===== src/rtl/activation_pkg.sv =====
// Shared types and constants for the activation stream path: FSM encoding,
// default geometry and the credit counter width helper.
package activation_pkg;

  typedef enum logic [1:0] {
    IDLE = 2'd0,
    RUN  = 2'd1,
    FIN  = 2'd2
  } act_state_e;

  localparam int DEF_DAT_DW       = 16;
  localparam int DEF_TOUT         = 32;
  localparam int DEF_CREDIT_DEPTH = 16;

  // Enough bits to hold every value from 0 up to and including depth.
  function automatic int credit_w(input int depth);
    return $clog2(depth + 1);
  endfunction

endpackage


===== src/rtl/act_credit_counter.sv =====
// Saturating credit counter: starts full, dec on consume, inc on return,
// sticky ovf when a credit comes back while already full.
module act_credit_counter
  import activation_pkg::*;
#(
  parameter int DEPTH = DEF_CREDIT_DEPTH,
  parameter int W     = credit_w(DEPTH)
) (
  input  logic         clk,
  input  logic         rst_n,
  input  logic         dec,
  input  logic         inc,
  input  logic         clr_ovf,
  output logic [W-1:0] cnt,
  output logic         ovf
);

  localparam logic [W-1:0] FULL = W'(DEPTH);

  logic inc_only, dec_only;
  assign inc_only = inc & ~dec;
  assign dec_only = dec & ~inc;

  always_ff @(posedge clk or negedge rst_n) begin
    if (!rst_n) begin
      cnt <= FULL;
      ovf <= 1'b0;
    end else begin
      // dec is only ever raised with cnt != 0, so no underflow guard here
      if (dec_only)
        cnt <= cnt - W'(1);
      else if (inc_only && cnt < FULL)
        cnt <= cnt + W'(1);

      if (inc_only && cnt == FULL)
        ovf <= 1'b1;
      else if (clr_ovf)
        ovf <= 1'b0;
    end
  end

endmodule


===== src/rtl/activation_stream_ctrl.sv =====
// Credit-gated read-response sequencer feeding the activation pipeline.
// Define ACT_STREAM_OUT_REG_EN to register the output beat (1-cycle latency).
module activation_stream_ctrl
  import activation_pkg::*;
#(
  parameter int DAT_DW       = DEF_DAT_DW,
  parameter int TOUT         = DEF_TOUT,
  parameter int CREDIT_DEPTH = DEF_CREDIT_DEPTH,
  parameter int CNT_W        = 16
) (
  input  logic                   clk,
  input  logic                   rst_n,
  input  logic                   start,
  input  logic [CNT_W-1:0]       w_in,
  input  logic [CNT_W-1:0]       h_in,
  input  logic [CNT_W-1:0]       ch_div_tout,
  input  logic                   rd_resp_vld,
  output logic                   rd_resp_rdy,
  input  logic [DAT_DW*TOUT-1:0] rd_resp_pd,
  output logic                   rd_fifo_pop,
  input  logic                   credit_vld,
  output logic                   dat_out_vld,
  output logic [DAT_DW*TOUT-1:0] dat_out,
  output logic                   dat_out_last,
  output logic                   working,
  output logic                   done,
  output logic                   credit_ovf
);

  localparam int CW = credit_w(CREDIT_DEPTH);

  act_state_e       state, nxt;
  logic [CNT_W-1:0] w_cnt, h_cnt, ch_cnt;
  logic [CW-1:0]    credit_cnt;
  logic             w_max, h_max, ch_max, frame_last;
  logic             cfg_ok, start_acc, pop, fin_exit;

  assign cfg_ok     = (|w_in) & (|h_in) & (|ch_div_tout);
  assign start_acc  = (state == IDLE) & start;
  assign w_max      = (w_cnt  == w_in - CNT_W'(1));
  assign h_max      = (h_cnt  == h_in - CNT_W'(1));
  assign ch_max     = (ch_cnt == ch_div_tout - CNT_W'(1));
  assign frame_last = w_max & h_max & ch_max;

  assign rd_resp_rdy = (state == RUN) & (credit_cnt != '0);
  assign pop         = rd_resp_vld & rd_resp_rdy;
  assign rd_fifo_pop = pop;
  assign working     = (state == RUN);

  act_credit_counter #(.DEPTH(CREDIT_DEPTH), .W(CW)) u_credit (
    .clk     (clk),
    .rst_n   (rst_n),
    .dec     (pop),
    .inc     (credit_vld),
    .clr_ovf (start_acc),
    .cnt     (credit_cnt),
    .ovf     (credit_ovf)
  );

`ifdef ACT_STREAM_OUT_REG_EN
  // FIN lasts two cycles so done trails the registered last beat.
  logic fin_dly;
  always_ff @(posedge clk or negedge rst_n) begin
    if (!rst_n) fin_dly <= 1'b0;
    else        fin_dly <= (state == FIN) & ~fin_dly;
  end
  assign fin_exit = fin_dly;

  always_ff @(posedge clk or negedge rst_n) begin
    if (!rst_n) begin
      dat_out_vld  <= 1'b0;
      dat_out_last <= 1'b0;
      dat_out      <= '0;
    end else begin
      dat_out_vld  <= pop;
      dat_out_last <= pop & frame_last;
      if (pop) dat_out <= rd_resp_pd;
    end
  end
`else
  assign fin_exit     = 1'b1;
  assign dat_out_vld  = pop;
  assign dat_out_last = pop & frame_last;
  assign dat_out      = rd_resp_pd;
`endif

  assign done = (state == FIN) & fin_exit;

  always_ff @(posedge clk or negedge rst_n) begin
    if (!rst_n) state <= IDLE;
    else        state <= nxt;
  end

  always_comb begin
    nxt = state;
    case (state)
      IDLE: if (start) nxt = cfg_ok ? RUN : FIN;
      RUN:  if (pop && frame_last) nxt = FIN;
      FIN:  if (fin_exit) nxt = IDLE;
      default: nxt = IDLE;
    endcase
  end

  // width -> height -> channel-group walk
  always_ff @(posedge clk or negedge rst_n) begin
    if (!rst_n) begin
      w_cnt  <= '0;
      h_cnt  <= '0;
      ch_cnt <= '0;
    end else if (start_acc) begin
      w_cnt  <= '0;
      h_cnt  <= '0;
      ch_cnt <= '0;
    end else if (pop) begin
      if (w_max) begin
        w_cnt <= '0;
        if (h_max) begin
          h_cnt  <= '0;
          ch_cnt <= ch_cnt + CNT_W'(1);
        end else begin
          h_cnt <= h_cnt + CNT_W'(1);
        end
      end else begin
        w_cnt <= w_cnt + CNT_W'(1);
      end
    end
  end

endmodule


===== config.mk =====
export PLATFORM = sky130hd
export DESIGN_NAME = activation_stream_ctrl
export DESIGN_NICKNAME = d
export VERILOG_FILES = /design/src/rtl/activation_pkg.sv /design/src/rtl/act_credit_counter.sv /design/src/rtl/activation_stream_ctrl.sv
export SDC_FILE = /design/constraint.sdc
export NUM_CORES = 1
export LEC_CHECK = 0
export BUFFER_PORTS_ARGS = -buffer_cell sky130_fd_sc_hd__clkbuf_2
export CAP_MARGIN = 20
export CORE_AREA = 2 2 426 428
export CTS_BUF_LIST = sky130_fd_sc_hd__clkbuf_16
export DETAILED_ROUTE_END_ITERATION = 16
export DIE_AREA = 0 0 428 430
export MAX_ROUTING_LAYER = met4
export PLACE_DENSITY = 0.3
export SYNTH_ARGS = -nofsm -noshare
export SYNTH_HDL_FRONTEND = slang
export SYNTH_HIERARCHICAL = 1
export SYNTH_SLANG_ARGS = --single-unit
export TNS_END_PERCENT = 1

===== constraint.sdc =====
create_clock -name clk -period 3 [get_ports clk]
set_input_delay 0 -clock clk [delete_from_list [all_inputs] [get_ports clk]]
set_output_delay 0 -clock clk [all_outputs]
set_load 0.03 [all_outputs]

==> results of run 1 <==
## sequential cells by signal (all words and copies together) (netlist names)
register,flops
h_cnt,16
state,2
u_credit/cnt,5
ch_cnt,16
w_cnt,16
u_credit/ovf,1
## area by class of cell
class	instances	area, um2	share of cell area [%]
multi-input combinational	484	3213	34.91
tap	2370	2965	32.21
sequential	56	1404	15.25
timing repair buffer	193	1375	14.94
clock buffer	5	125.1	1.359
inverter	20	77.57	0.8427
clock inverter	3	42.54	0.4621
antenna	1	2.502	0.02718
## layer usage
layer,share of wire [%],GRT usage (%),up-vias
met5,0,-,-
met4,4.7,3.221,0
met3,23,6.885,185
met2,47,9.889,663
met1,26,4.392,2633
li1,-,-,2485
## per-stage QoR
step	hold slack, ns	setup TNS [ns]	instance area [um2]	worst slack (ns)	util, %
finish	0.00001162	-1.239	9205	-0.2122	5.121
CTS	0.0002048	-2.334	9143	-0.3428	5.086
global placement	0.0002048	-8.178	8919	-0.4601	4.961
detailed placement	0.0002048	-8.158	8919	-0.4367	4.961
floorplan	-0.2956	-0.08926	8598	-0.08926	-
global route	0.00003933	-4.424	9205	-0.3469	5.121
## cells by family after synthesis
logic type | count (synthesis) | synth area share (%)
buffers and inverters | 556 | 47.11
and+or+nand+nor | 261 | 16.49
AOI/OAI and AO/OA | 126 | 9.600
xor gates and xnor gates | 82 | 8.375
DFF | 56 | 16.36
adders and majority gates | 10 | 1.459
muxes | 5 | 0.6128
## where the power goes
group / internal, uW / leakage, uW / switching, uW
clock: 399 / 0.0000856 / 404
sequential: 830 / 0.000741 / 80.2
combinational: 352 / 0.00210 / 402
total: 1580 / 0.00292 / 886
## worst reg2reg max path: stages, from the launching register on
cell and delay (ns):
sky130_fd_sc_hd__dfrtp_1 0.41, sky130_fd_sc_hd__xor2_2 0.18, sky130_fd_sc_hd__a211o_1 0.31, sky130_fd_sc_hd__a211oi_1 0.22, sky130_fd_sc_hd__o2111ai_1 0.23, sky130_fd_sc_hd__buf_4 0.20
sky130_fd_sc_hd__or2_2 0.29, sky130_fd_sc_hd__nor4_2 0.23, sky130_fd_sc_hd__buf_4 0.23, sky130_fd_sc_hd__nor2_1 0.12, sky130_fd_sc_hd__or4_1 0.51, sky130_fd_sc_hd__a21oi_1 0.17
## cells in the mapped netlist (3+ instances only)
library cell / number / area (um2)
sky130_fd_sc_hd__a211o_1: 3 / 26.28
sky130_fd_sc_hd__a21o_1: 5 / 37.54
sky130_fd_sc_hd__a21oi_1: 30 / 150.1
sky130_fd_sc_hd__a22o_1: 3 / 26.28
sky130_fd_sc_hd__a31oi_1: 3 / 18.77
sky130_fd_sc_hd__and2_1: 9 / 56.30
sky130_fd_sc_hd__and3_1: 10 / 62.56
sky130_fd_sc_hd__buf_4: 513 / 3851
sky130_fd_sc_hd__buf_6: 3 / 33.78
sky130_fd_sc_hd__clkbuf_1: 18 / 67.56
sky130_fd_sc_hd__dfrtp_1: 55 / 1376
sky130_fd_sc_hd__ha_1: 10 / 125.1
sky130_fd_sc_hd__inv_1: 19 / 71.32
sky130_fd_sc_hd__mux2i_1: 3 / 30.03
sky130_fd_sc_hd__nand2_1: 43 / 161.4
sky130_fd_sc_hd__nand2b_1: 9 / 56.30
sky130_fd_sc_hd__nand3_1: 31 / 155.2
sky130_fd_sc_hd__nand4_1: 15 / 93.84
sky130_fd_sc_hd__nor2_1: 52 / 195.2
sky130_fd_sc_hd__nor2b_1: 7 / 43.79
sky130_fd_sc_hd__nor3_1: 15 / 75.07
sky130_fd_sc_hd__nor3b_1: 3 / 22.52
sky130_fd_sc_hd__nor4_1: 12 / 75.07
sky130_fd_sc_hd__nor4b_1: 3 / 26.28
sky130_fd_sc_hd__o2111ai_1: 7 / 61.31
sky130_fd_sc_hd__o211ai_1: 9 / 67.56
sky130_fd_sc_hd__o21ai_0: 34 / 170.2
sky130_fd_sc_hd__o311ai_0: 3 / 26.28
sky130_fd_sc_hd__o31ai_1: 11 / 82.58
sky130_fd_sc_hd__or2_2: 4 / 25.02
sky130_fd_sc_hd__or3_1: 21 / 131.4
sky130_fd_sc_hd__or4_1: 14 / 105.1
sky130_fd_sc_hd__xnor2_1: 48 / 420.4
sky130_fd_sc_hd__xor2_1: 34 / 297.8
## final timing paths
path	start	depth (start not counted)	slack, ns	end
worst max-delay path	w_cnt[6]	10	-0.21	dat_out_last
worst min-delay path	rd_resp_pd[189]	0	0.00001	dat_out[189]
worst max register to register	w_cnt[6]	11	-0.17	h_cnt[12]
worst min register to register	u_credit/ovf	2	0.54	u_credit/ovf
max in group asynchronous	rst_n	3	1.95	ch_cnt[8]
min in group asynchronous	rst_n	2	0.17	h_cnt[9]
## what timing repair did
| item | CTS | global route |
|---|---|---|
| hold endpoints to repair | 17 | 0 |
| hold buffers | 1 | 0 |
| pin swaps | 2 | 6 |
| setup endpoints to repair | 23 | 32 |
| setup buffers | 3 | 3 |
| gates resized for setup | 5 | 10 |
==> metrics.sh, run 1 <==
MAXSLEWHEADROOM_PCT=47.69
YS_WARN_COUNT=6
SYNTH_ENABLE_FLOP_CELLS=0
WORST_SLACK_NS=-0.2122
ANTENNA_FOUND_INITIAL=6
OVERFLOW=0
SYNTHARSTFLOPSHARE_PCT=100.0
NUM_ROWS=156
CLK_ROOT_BUFFER_CELL='sky130_fd_sc_hd__clkbuf_16'
PORTBUFS=59
SYNTH.CELL_AREA_MM2=0.008576
NUMBER_OF_GLOBAL_ROUTE_VIAS_BEFORE_REPAIR=6149
DIE_Y_UM=430
AREAGROWTHSYNTHTOFINISH_PCT=7.339
DETAIL_ROUTE.ITER0.VIOLATIONS=255
WIRE_LENGTH_OF_THE_FIRST_GLOBAL_ROUTING_PASS_MM=72.37
DATA_ARRIVAL_TIME_OF_THE_WORST_PATH_NS=3.21
WORSTSKEWPAIRLATENCY_NS=0.36
DR_TOTAL_VIAS=5966
NETLIST_INSTANCES=1096
FINAL_STD_CELLS_W_O_FILL=3132
MAXIMUM_VDD_DROP_uV=233.4
FP.DIEW_UM=428
FINAL.MIN_CLOCK_PERIOD_NS=3.212
IOPINCOUNT=1084
SYNTH_REGISTER_BITS=56
MOST_COMMON_CELL_AFTER_LAYOUT_FILL_AND_TAPS_ASIDE='sky130_fd_sc_hd__buf_4'
COUNT_OF_UNRESOLVED_DRC_VIOLATIONS_AFTER_ROUTING=0
MAX_CAP_VIOL_COUNT=0
CRIT_REQUIRED_NS=3.00
GRT_SETUP_UNREPAIRED='yes'
FINAL_NETS=1335
DP_HPWL_MM=52.61
CRITICAL_PATH.TOP_DELAY_FAMILY='simple AND/OR/NAND/NOR gates'
FAILED_CHECKS='setup timing'
LAYOUT_WORST_PATH_CYCLE_SHARE_PCT=107.1
CRIT_PATH_MAX_FANOUT=19
CTS_TREE='yes'
SYNTHESIS.NETS=1671
MAXIMUM_NUMBER_OF_PINS_ON_ONE_NET_BEFORE_GLOBAL_ROUTE_REPAIR=26
NUMCLOCKSINKS=56
WORSTSETUPPATHTYPE='reg -> out'
MAX_FREQ_MHz=311.3
FINALMAXSLEWVIOLATIONS=0
RUN_STATUS='complete, but fails checks'
N_FILL_CELL=21220
WORSTPATHCELLLIST='xor2_2 -> o31ai_1 -> o2111ai_1 -> a21oi_2 -> nand4_1 -> or4_4 -> or3_4 -> buf_12 -> nor4_4 -> clkbuf_8'
WORST-SLEW-PIN-TRANSITION_NS=0.7737
TIMING.CRITICAL_PATH.FROM_TYPE='register'
TIMING.CLOCK.SKEW_NS=0.02172
SYN-MEAN-INSTANCE-AREA_UM2=7.825
DRT_PRE_ANTENNA_ITERS=4
MAX_STAGE_DELAY_NS=0.58
NUMCTSBUFFERS=5
SHARE_OF_POST_ROUTE_CELLS_WITH_DRIVE_STRENGTH_ABOVE_1_PCT=30.35
WORST-PATH-BUF-INV=2
MOSTFREQUENTLAYOUTCELLS='128 x sky130_fd_sc_hd__buf_4, 58 x sky130_fd_sc_hd__clkbuf_2, 54 x sky130_fd_sc_hd__dfrtp_1'
CTS_MAX_LEVEL=2
SYNTH.LIB_CELLS_USED.DISTINCT=60
HOLD_CLASS='in -> out'
DP_CELLS=3116
FINALPOWER_uW=2467
CRITPATHSLOWESTCELL='sky130_fd_sc_hd__or4_4'
YS_SEQ_AREA_SHARE_PCT=16.36
HOLD_VIOL_FINAL=0
SYNTHFLOPTYPE='sky130_fd_sc_hd__dfrtp_1'
DETAIL_ROUTE.WIRELENGTH_MM=59.10
DRT-WIRELENGTH-PER-CELL_UM=18.87
PWR_DENSITY_CELL_mW_PER_MM2=268.0
REPORT.FINAL.SETUP_VIOL=19
GP_ROUTABILITY_CONGESTION=0.7017
DRTANTENNAVIOLNETS=0
GLOBAL_ROUTING_USAGE_SUMMED_ACROSS_ALL_ROUTING_LAYERS_PCT=6.363
INITIAL_UTILIZATION_PCT=4.770
CORE-AREA_MM2=0.1798
CTSLONGESTPATHBUFFERS=2
DIE-AREA_MM2=0.1840
CTS.REPORTEDPATHS.CLKPINSLEW_NS=0.09
ENDPOINT_KIND='primary output'
PLEAK_uW=0.002924
ROUTED_VIA_DENSITY=1.905
(Power assumes the default switching activity.)
==> run 2, diff against run 1 <==
REMOVE_ABC_BUFFERS = 1   (was default)
==> run 2 against run 1 <==
Net effect: the run still ends with setup timing left; combinational power up 14%; non-clock buffer count down 6; die area unchanged; sequential power down 2.2%; critical endpoint unchanged.
==> metrics.sh, run 2 (synthesis gave the netlist of run 1 again) <==
RUN_STATUS='complete, but fails checks'
FAILED_CHECKS='setup timing'
MAXIMUM_VDD_DROP_uV=214.5  # -8.1%
ANTENNA-DIODE-COUNT=0  # -1
CORE-AREA_MM2=0.1798  # unchanged
IOPINCOUNT=1084  # unchanged
POWER_SWITCHING_SHARE_PCT=36.47  # +0.55 points
PORTBUFS=59  # unchanged
CTS_MAX_LEVEL=2  # unchanged
FP.DIEW_UM=428  # unchanged
DP_HPWL_MM=304.0  # +480%
MAXSLEWHEADROOM_PCT=41.11  # -6.6 points
CRIT_REQUIRED_NS=3.00  # about the same
WORST_SLACK_NS=-0.2681  # -0.05591 ns
FINAL.MIN_CLOCK_PERIOD_NS=3.268  # +0.05591 ns
OVERFLOW=0  # unchanged
NUMBER_OF_GLOBAL_ROUTE_VIAS_BEFORE_REPAIR=6751  # +9.8%
TIMING.CRITICAL_PATH.FROM_TYPE='register'
DETAIL_ROUTE.WIRELENGTH_MM=308.9  # +420%
WORSTSETUPPATHTYPE='reg -> out'
INITIAL_UTILIZATION_PCT=4.770  # unchanged
CTSLONGESTPATHBUFFERS=2  # unchanged
DIE-AREA_MM2=0.1840  # unchanged
MAX_FREQ_MHz=306.0  # -1.7%
CTS.REPORTEDPATHS.CLKPINSLEW_NS=0.08  # about the same
WORSTSKEWPAIRLATENCY_NS=0.32  # -0.04 ns
PWR_DENSITY_CELL_mW_PER_MM2=264.9  # -1.2%
ROUTED_VIA_DENSITY=2.734  # +44%
DRTANTENNAVIOLNETS=0  # unchanged
COUNT_OF_UNRESOLVED_DRC_VIOLATIONS_AFTER_ROUTING=0  # unchanged
NUMCTSBUFFERS=5  # unchanged
POWER.CLOCK.FRACTION_PCT=28.0  # -4.6 points
CRIT_PATH_MAX_FANOUT=2  # -17
DETAIL_ROUTE.ITER0.VIOLATIONS=802  # +210%
LAYOUT_WORST_PATH_CYCLE_SHARE_PCT=108.9  # +1.9 points
ANTENNA_FOUND_INITIAL=9  # +3
LAYOUT_TOP_REGISTERS='ch_cnt (16), h_cnt (16), w_cnt (16)'
HOLD_CLASS='in -> out'
FINAL_NETS=1329  # -0.45%
WORSTSETUPSTARTPOINT='w_cnt[12]'
DP_CELLS=3113  # -0.096%
FINALPOWER_uW=2430  # -1.5%
ENDPOINT_KIND='primary output'
PRE_CTS_SLACK_NS=-0.5461  # -0.1094 ns
GRT_SETUP_UNREPAIRED='yes'
GP_ROUTABILITY_CONGESTION=1.478  # +110%
DRT_PRE_ANTENNA_ITERS=6  # +2
CTS_TREE='yes'
WORST-SLEW-PIN-TRANSITION_NS=0.8834  # +0.1097 ns
WIRE_LENGTH_OF_THE_FIRST_GLOBAL_ROUTING_PASS_MM=326.5  # +350%
MAX_CAP_VIOL_COUNT=0  # unchanged
TIMING.HOLD.WORST.START='rd_resp_pd[15]'
CLK_ROOT_BUFFER_CELL='sky130_fd_sc_hd__clkbuf_16'
DIE_Y_UM=430  # unchanged
POWER.COMBINATIONAL.FRACTION_PCT=35.3  # +4.8 points
NUMCLOCKSINKS=56  # unchanged
REPORT.FINAL.SETUP_VIOL=17  # -2
NUM_ROWS=156  # unchanged
P_SEQ_SHARE_PCT=36.6  # -0.3 points
MOST_COMMON_CELL_AFTER_LAYOUT_FILL_AND_TAPS_ASIDE='sky130_fd_sc_hd__buf_4'
SETUP_TNS_NS=-2.078  # -0.8393 ns
DATA_ARRIVAL_TIME_OF_THE_WORST_PATH_NS=3.27  # +0.06 ns
FINAL_STD_CELLS_W_O_FILL=3125  # -0.22%
HOLD_WS_NS=0.004703  # +0.004691 ns
GLOBAL_ROUTING_USAGE_SUMMED_ACROSS_ALL_ROUTING_LAYERS_PCT=33.55  # +27 points
MOSTFREQUENTLAYOUTCELLS='121 x sky130_fd_sc_hd__buf_4, 58 x sky130_fd_sc_hd__clkbuf_2, 55 x sky130_fd_sc_hd__dfrtp_1'
P_INT_uW=1544  # -2.4%
DRT-WIRELENGTH-PER-CELL_UM=98.85  # +420%
MAXIMUM_NUMBER_OF_PINS_ON_ONE_NET_BEFORE_GLOBAL_ROUTE_REPAIR=57  # +120%
HOLD_VIOL_FINAL=0  # unchanged
FINALMAXSLEWVIOLATIONS=0  # unchanged
PLEAK_uW=0.002880  # -1.5%
AREAGROWTHSYNTHTOFINISH_PCT=6.974
SHARE_OF_POST_ROUTE_CELLS_WITH_DRIVE_STRENGTH_ABOVE_1_PCT=30.86  # +0.51 points
P_SW_uW=886.3  # about the same
N_FILL_CELL=21220  # +0.024%
CRITICAL_PATH.REG2REG.STARTPOINT='w_cnt[12]'
DR_TOTAL_VIAS=8545  # +43%
TIMING.CLOCK.SKEW_NS=0.01444  # -0.007280 ns
## run 2: cell type report
class	count	area, um2	area share [%]
repair buffers	187	1323	14.42
well taps	2370	2965	32.32
clock inverters	3	27.53	0.3001
flip-flops and latches	56	1403	15.29
inverters	20	77.57	0.8456
multi-input cells	484	3253	35.46
clock buffers	5	125.1	1.364
## run 2: path summary, 6_finish.rpt
| kind | endpoint | slack [ns] | cells past startpoint |
|---|---|---|---|
| worst max-delay path | dat_out_last | -0.27 | 11 |
| worst min-delay path | dat_out[15] | 0.005 | 0 |
| worst max register to register | ch_cnt[6] | -0.20 | 11 |
| worst min register to register | u_credit/ovf | 0.54 | 2 |
| max in group asynchronous | h_cnt[1] | 2.00 | 3 |
| min in group asynchronous | w_cnt[1] | 0.40 | 3 |
## run 2: per-layer routing
metal  track usage, %  wire, um  vias up
met2            58.80    156300     2245
li1                 -         -     2473
met3            47.76     94300      300
met5                -         0        -
met4            27.01     31810        0
met1            7.286     26470     3527
## run 2: power groups by stage
stage	Sequential (uW)	Combinational (uW)	Clock, uW
after detailed placement	906	855	0
after CTS	891	865	709
after floorplan	919	386	0
final	890	859	681
after global routing	901	953	735
after global placement	906	862	0
## run 2: repair_timing
action                                 in CTS  in global routing
endpoints found under the hold margin      55                  0
resized for setup                          11                 19
gates cloned                                0                  0
setup buffers                               3                  0
pin swaps                                  14                 13
setup endpoints to repair                  20                 38
hold buffers                                1                  0
## run 2: worst max-delay path: stages (launching register included)
cell,delay (ns)
sky130_fd_sc_hd__dfrtp_1,0.43
sky130_fd_sc_hd__xor2_2,0.17
sky130_fd_sc_hd__o31ai_2,0.29
sky130_fd_sc_hd__o2111ai_2,0.16
sky130_fd_sc_hd__a21oi_2,0.17
sky130_fd_sc_hd__nand4_1,0.15
sky130_fd_sc_hd__or4_4,0.56
sky130_fd_sc_hd__or3_4,0.44
sky130_fd_sc_hd__nor4_2,0.15
sky130_fd_sc_hd__buf_4,0.18
sky130_fd_sc_hd__buf_12,0.11
sky130_fd_sc_hd__buf_12,0.11
## run 2: through the flow
stage	area, um2	utilization [%]
after global routing	9174	5.103
final	9174	5.103
after detailed placement	8870	4.934
after CTS	9107	5.066
after floorplan	4613	-
after global placement	8870	4.934
